## config.mk

```make
export PLATFORM = sky130hd
export DESIGN_NAME = shift_add_multiplier
export DESIGN_NICKNAME = d
export VERILOG_FILES = /design/src/rtl/shift_add_multiplier_pkg.sv /design/src/rtl/shift_add_multiplier_adder.sv /design/src/rtl/shift_add_multiplier.sv
export SDC_FILE = /design/constraint.sdc
export NUM_CORES = 1
export LEC_CHECK = 0
export ABC_AREA = 1
export CAP_MARGIN = 5
export CORE_MARGIN = 3
export CORE_UTILIZATION = 52
export DETAILED_ROUTE_END_ITERATION = 10
export PLACE_DENSITY_LB_ADDON = 0.05
export SETUP_SLACK_MARGIN = 0.5
export SYNTH_ARGS = -nofsm -noshare
export SYNTH_HDL_FRONTEND = slang
export SYNTH_SLANG_ARGS = --single-unit
```

## constraint.sdc

```tcl
create_clock -name i_clock -period 4.2 [get_ports i_clock]
set_clock_uncertainty 0.05 [all_clocks]
set_input_delay 0.84 -clock i_clock [delete_from_list [all_inputs] [get_ports i_clock]]
set_output_delay 0.84 -clock i_clock [all_outputs]
set_load 0.02 [all_outputs]
```

## src/rtl/shift_add_multiplier_pkg.sv

```systemverilog
// Shared types and helpers for the sequential shift-and-add multiplier.
// Holds the controller state encoding and the iteration counter sizing rule.
package shift_add_multiplier_pkg;

  // 2'd3 is unused and is decoded as IDLE by the controller.
  typedef enum logic [1:0] {
    ST_IDLE = 2'd0,
    ST_RUN  = 2'd1,
    ST_DONE = 2'd2
  } state_t;

  // The counter must be able to hold the value BITS itself.
  function automatic int count_width(input int bits);
    return $clog2(bits + 1);
  endfunction

endpackage

```

## src/rtl/shift_add_multiplier_adder.sv

```systemverilog
// Combinational BITS-wide unsigned adder with carry-out.
// Shared by the multiplier for one partial-product addition per clock.
module shift_add_multiplier_adder #(
  parameter int BITS = 4
) (
  input  logic [BITS-1:0] i_augend,
  input  logic [BITS-1:0] i_addend,
  output logic [BITS-1:0] o_sum,
  output logic            o_carry
);

  assign {o_carry, o_sum} = {1'b0, i_augend} + {1'b0, i_addend};

endmodule

```

## src/rtl/shift_add_multiplier.sv

```systemverilog
// Multi-cycle unsigned multiplier: one adder pass and a right shift per clock.
// Start/busy/done handshake; the product is held until the next accepted start.
module shift_add_multiplier
  import shift_add_multiplier_pkg::*;
#(
  parameter int BITS = 4
) (
  input  logic              i_clock,
  input  logic              i_reset_n,
  input  logic              i_start,
  input  logic [BITS-1:0]   i_multiplicand,
  input  logic [BITS-1:0]   i_multiplier,
  output logic              o_busy,
  output logic              o_done,
  output logic [2*BITS-1:0] o_product
);

  localparam int CW = count_width(BITS);
  localparam logic [CW-1:0] COUNT_INIT = CW'(BITS);
  localparam logic [CW-1:0] COUNT_ONE  = CW'(1);

  state_t              r_state;
  state_t              w_next_state;
  logic                w_accept;
  logic [BITS-1:0]     r_mcand;
  logic [BITS-1:0]     r_acc;
  logic [BITS-1:0]     r_low;
  logic [CW-1:0]       r_count;
  logic [BITS-1:0]     w_addend;
  logic [BITS-1:0]     w_sum;
  logic                w_carry;
  logic [2*BITS-1:0]   w_shifted;

  assign w_addend = r_low[0] ? r_mcand : '0;

  shift_add_multiplier_adder #(.BITS(BITS)) u_adder (
    .i_augend (r_acc),
    .i_addend (w_addend),
    .o_sum    (w_sum),
    .o_carry  (w_carry)
  );

  // The carry becomes the new top bit of acc; it is consumed here, never stored.
  assign w_shifted = (2*BITS)'({w_carry, w_sum, r_low} >> 1);

  always_ff @(posedge i_clock or negedge i_reset_n) begin
    if (!i_reset_n) r_state <= ST_IDLE;
    else            r_state <= w_next_state;
  end

  always_comb begin
    // NOTE: defaults first so every path assigns every output; no latch inferred.
    w_next_state = ST_IDLE;
    w_accept     = 1'b0;
    case (r_state)
      ST_RUN:  w_next_state = (r_count == COUNT_ONE) ? ST_DONE : ST_RUN;
      ST_DONE: w_next_state = ST_IDLE;
      default: begin
        w_accept     = i_start;
        w_next_state = i_start ? ST_RUN : ST_IDLE;
      end
    endcase
  end

  always_ff @(posedge i_clock or negedge i_reset_n) begin
    // NOTE: non-blocking assignments so every register samples pre-edge values.
    if (!i_reset_n) begin
      r_mcand <= '0;
      r_acc   <= '0;
      r_low   <= '0;
      r_count <= '0;
    end else if (w_accept) begin
      r_mcand <= i_multiplicand;
      r_low   <= i_multiplier;
      r_acc   <= '0;
      r_count <= COUNT_INIT;
    end else if (r_state == ST_RUN) begin
      r_acc   <= w_shifted[2*BITS-1:BITS];
      r_low   <= w_shifted[BITS-1:0];
      r_count <= r_count - COUNT_ONE;
    end
  end

  assign o_busy    = (r_state == ST_RUN) || (r_state == ST_DONE);
  assign o_done    = (r_state == ST_DONE);
  assign o_product = {r_acc, r_low};

endmodule

```

==> run metrics <==
status=completed; CTS tree=done; switching power total=0.345 mW; sequential share of power=35.3%; CP Data Arrival Time=1.74 ns; Die W=48.3 um; crit-path cells=inv_1 > ha_1 > inv_1 > clkdlybuf4s50_1; Slew Limit Fails=0; worst slew pin tran=0.782 ns; number of port buffers=20; Crit-path slowest cell=clkdlybuf4s50_1; Worst Reg-to-Reg Cells=8; Synth area leaders=dfrtp_1 46%, nand2_1 18%, ha_1 11%; sequential-to-total area share from yosys stat=45.7%; top cell type's share of synthesized area=45.7%; Synth Cell Area=931 um^2; Max Clk Rate=380 MHz; Clock Latency Late Sink=0.29 ns; Pwr Density=656 mW/mm^2; RSZ-0062 raised after global routing=false; # rows=14; Comb pwr share=53.1%; Hold Crit Depth=2; Routed WL=1810 um; die height=48.3 um; Rel. slew slack=47.7%; min-delay src=r_mcand[1]; minimum clock period=2.63 ns; number of enable flip-flop cells after synthesis=0; Die Footprint=0.00233 mm^2; post-synthesis instance total=108; Sw Share=44.3%; Most common cell on crit path=inv_1; Antenna Nets Post-Route=0; static leakage=0.632 nW; Vias/cell=4.90; Routed WL per cell=11.6 um; Hold Crit Class=flop to flop; core area=0.00159 mm^2; Clock H-tree levels=1; placed insts=152; global placement routability congestion=0.733; Syn Nets=128; Initial Util=58.4%; Num CTS Buffers=3; Max-Cap Viols=0; crit-path max cell delay=0.60 ns; vias in the first global route=823; buffer type at the clock tree root=clkbuf_4; Main synth FF type=dfrtp_1; Place WS=1.89 ns; Cell variety after synth=18; I/O Pins=21; worst vdd ir=0.405 mV; Crit Path Class=flop to output port; reg-to-reg endpoint=r_acc[3]; CP startpoint kind=flop; first-pass GRT wire length=3330 um; total congestion overflow=0; hold endpoint=r_mcand[1]; GRT Total Usage=17.8%; final hold vios=0; nets@finish=153; worst-path fanout max=3; utilization after layout=74.6%; deepest clock path buffer count=2; register-to-register setup slack=2.52 ns; largest net degree at the start of global routing=18; Setup Buffers After CTS=0; non-filler cells, final=156; Reg clk slew, reported paths=0.10 ns; internal power=0.435 mW; Critical Path End Type=output port; Residual DRC=0; filler instances=126; Multi-input gate area=440 um^2; FF+latch count, synth=17; hold_buf cts=0; fin crit share=62.6%; post-synth top area cell=dfrtp_1; final setup margin=1.57 ns; post-CTS sizing=0; share of post-route cells with drive strength above 1=9.85%; Avg Inst Size Synth=8.62 um^2; drt first pass iters=4; YS warnings=0; Clock Power Share=11.6%; # clock sinks=17; commonest cells in the synthesized netlist=44 x nand2_1, 17 x dfrtp_1, 12 x inv_1; hpwl dp=1380 um; Seq. cell area=425 um^2; DR vias=765; asr flop ratio synth=100%; Worst Path Required=3.31 ns; Synth-to-Final Area Change=27.7%; setup TNS=0 ns; # setup viols final=0; count leader, synth=nand2_1; initial antenna violation count=0; DR iter-0 viols=7; reg-to-reg critical path startpoint=r_low[0]; ANT cells=0
## sequential cells by signal, summed over array words and instances (netlist names)
| name | flops |
|---|---|
| r_count | 3 |
| r_low | 4 |
| r_state | 2 |
| r_mcand | 4 |
| r_acc | 4 |
## how the worst max path moves through the flow
stage	from	end	slack, ns
2_1_floorplan	r_state[0]	o_busy	2.43
3_3_place_gp	r_state[0]	o_busy	1.92
3_5_place_dp	r_state[0]	o_busy	1.89
4_1_cts	r_state[0]	o_busy	1.57
5_1_grt	r_state[0]	o_busy	1.51
6_report	r_state[0]	o_busy	1.57
## placed cells by master (no fill, tap or decap), types with 2 or more instances in the layout
cell | synthesis | final
dfrtp_1 | 17 | 17
clkbuf_4 | 0 | 3
inv_4 | 2 | 2
inv_1 | 12 | 12
ha_1 | 8 | 8
nand2_1 | 44 | 44
nand3_1 | 11 | 11
inv_2 | 2 | 2
clkdlybuf4s50_1 | 0 | 20
a21oi_1 | 2 | 2
## area by class of cell
cell class / count / area share [%]
Multi-Input combinational cell: 75 / 37.1
Sequential cell: 17 / 35.8
Timing Repair Buffer: 20 / 16.8
Inverter: 16 / 5.47
Tap cell: 24 / 2.53
Clock buffer: 3 / 1.89
Clock inverter: 1 / 0.421
## logic make-up (layout without fill, tap and decap cells)
kind of cell               after synthesis  after routing  synth area share [%]
AOI/OAI and AO/OA                        6              6                  4.70
DFF                                     17             17                  45.7
xor gates and xnor gates                 1              1                 0.941
buffers and inverters                   16             40                  6.99
adders and majority gates                9              9                  12.9
and+or+nand+nor                         59             59                  28.8
## critical path: cells and delay by family, from the launching register on
kind | cells | cell delay, ns
buffers and inverters | 3 | 0.75
flip-flops | 1 | 0.36
adder cells (fa/ha/maj) | 1 | 0.35
## power by group through the flow
stage / clock (mW) / sequential, mW / combinational, mW
6_report: 0.0903 / 0.275 / 0.414
5_1_grt: 0.0986 / 0.286 / 0.464
4_1_cts: 0.0904 / 0.276 / 0.422
3_5_place_dp: 0 / 0.278 / 0.419
3_3_place_gp: 0 / 0.276 / 0.403
2_1_floorplan: 0 / 0.304 / 0.251
## routing by layer
| layer | up-vias | track usage (%) | share of wire (%) |
|---|---|---|---|
| li1 | 384 | - | - |
| met1 | 362 | 21.3 | 45 |
| met2 | 15 | 33.0 | 51 |
| met3 | 4 | 3.07 | 3.2 |
| met4 | 0 | 4.27 | 1.3 |
| met5 | - | 0 | 0 |
## stage by stage
stage               hold WS, ns  area, um^2  total power, mW
global route              0.475        1190            0.849
floorplan                 0.399         931            0.555
finish                    0.444        1190            0.780
global placement          0.414        1160            0.679
detailed placement        0.420        1160            0.698
CTS                       0.446        1190            0.788
No activity file was read; power rests on OpenSTA's default activity.
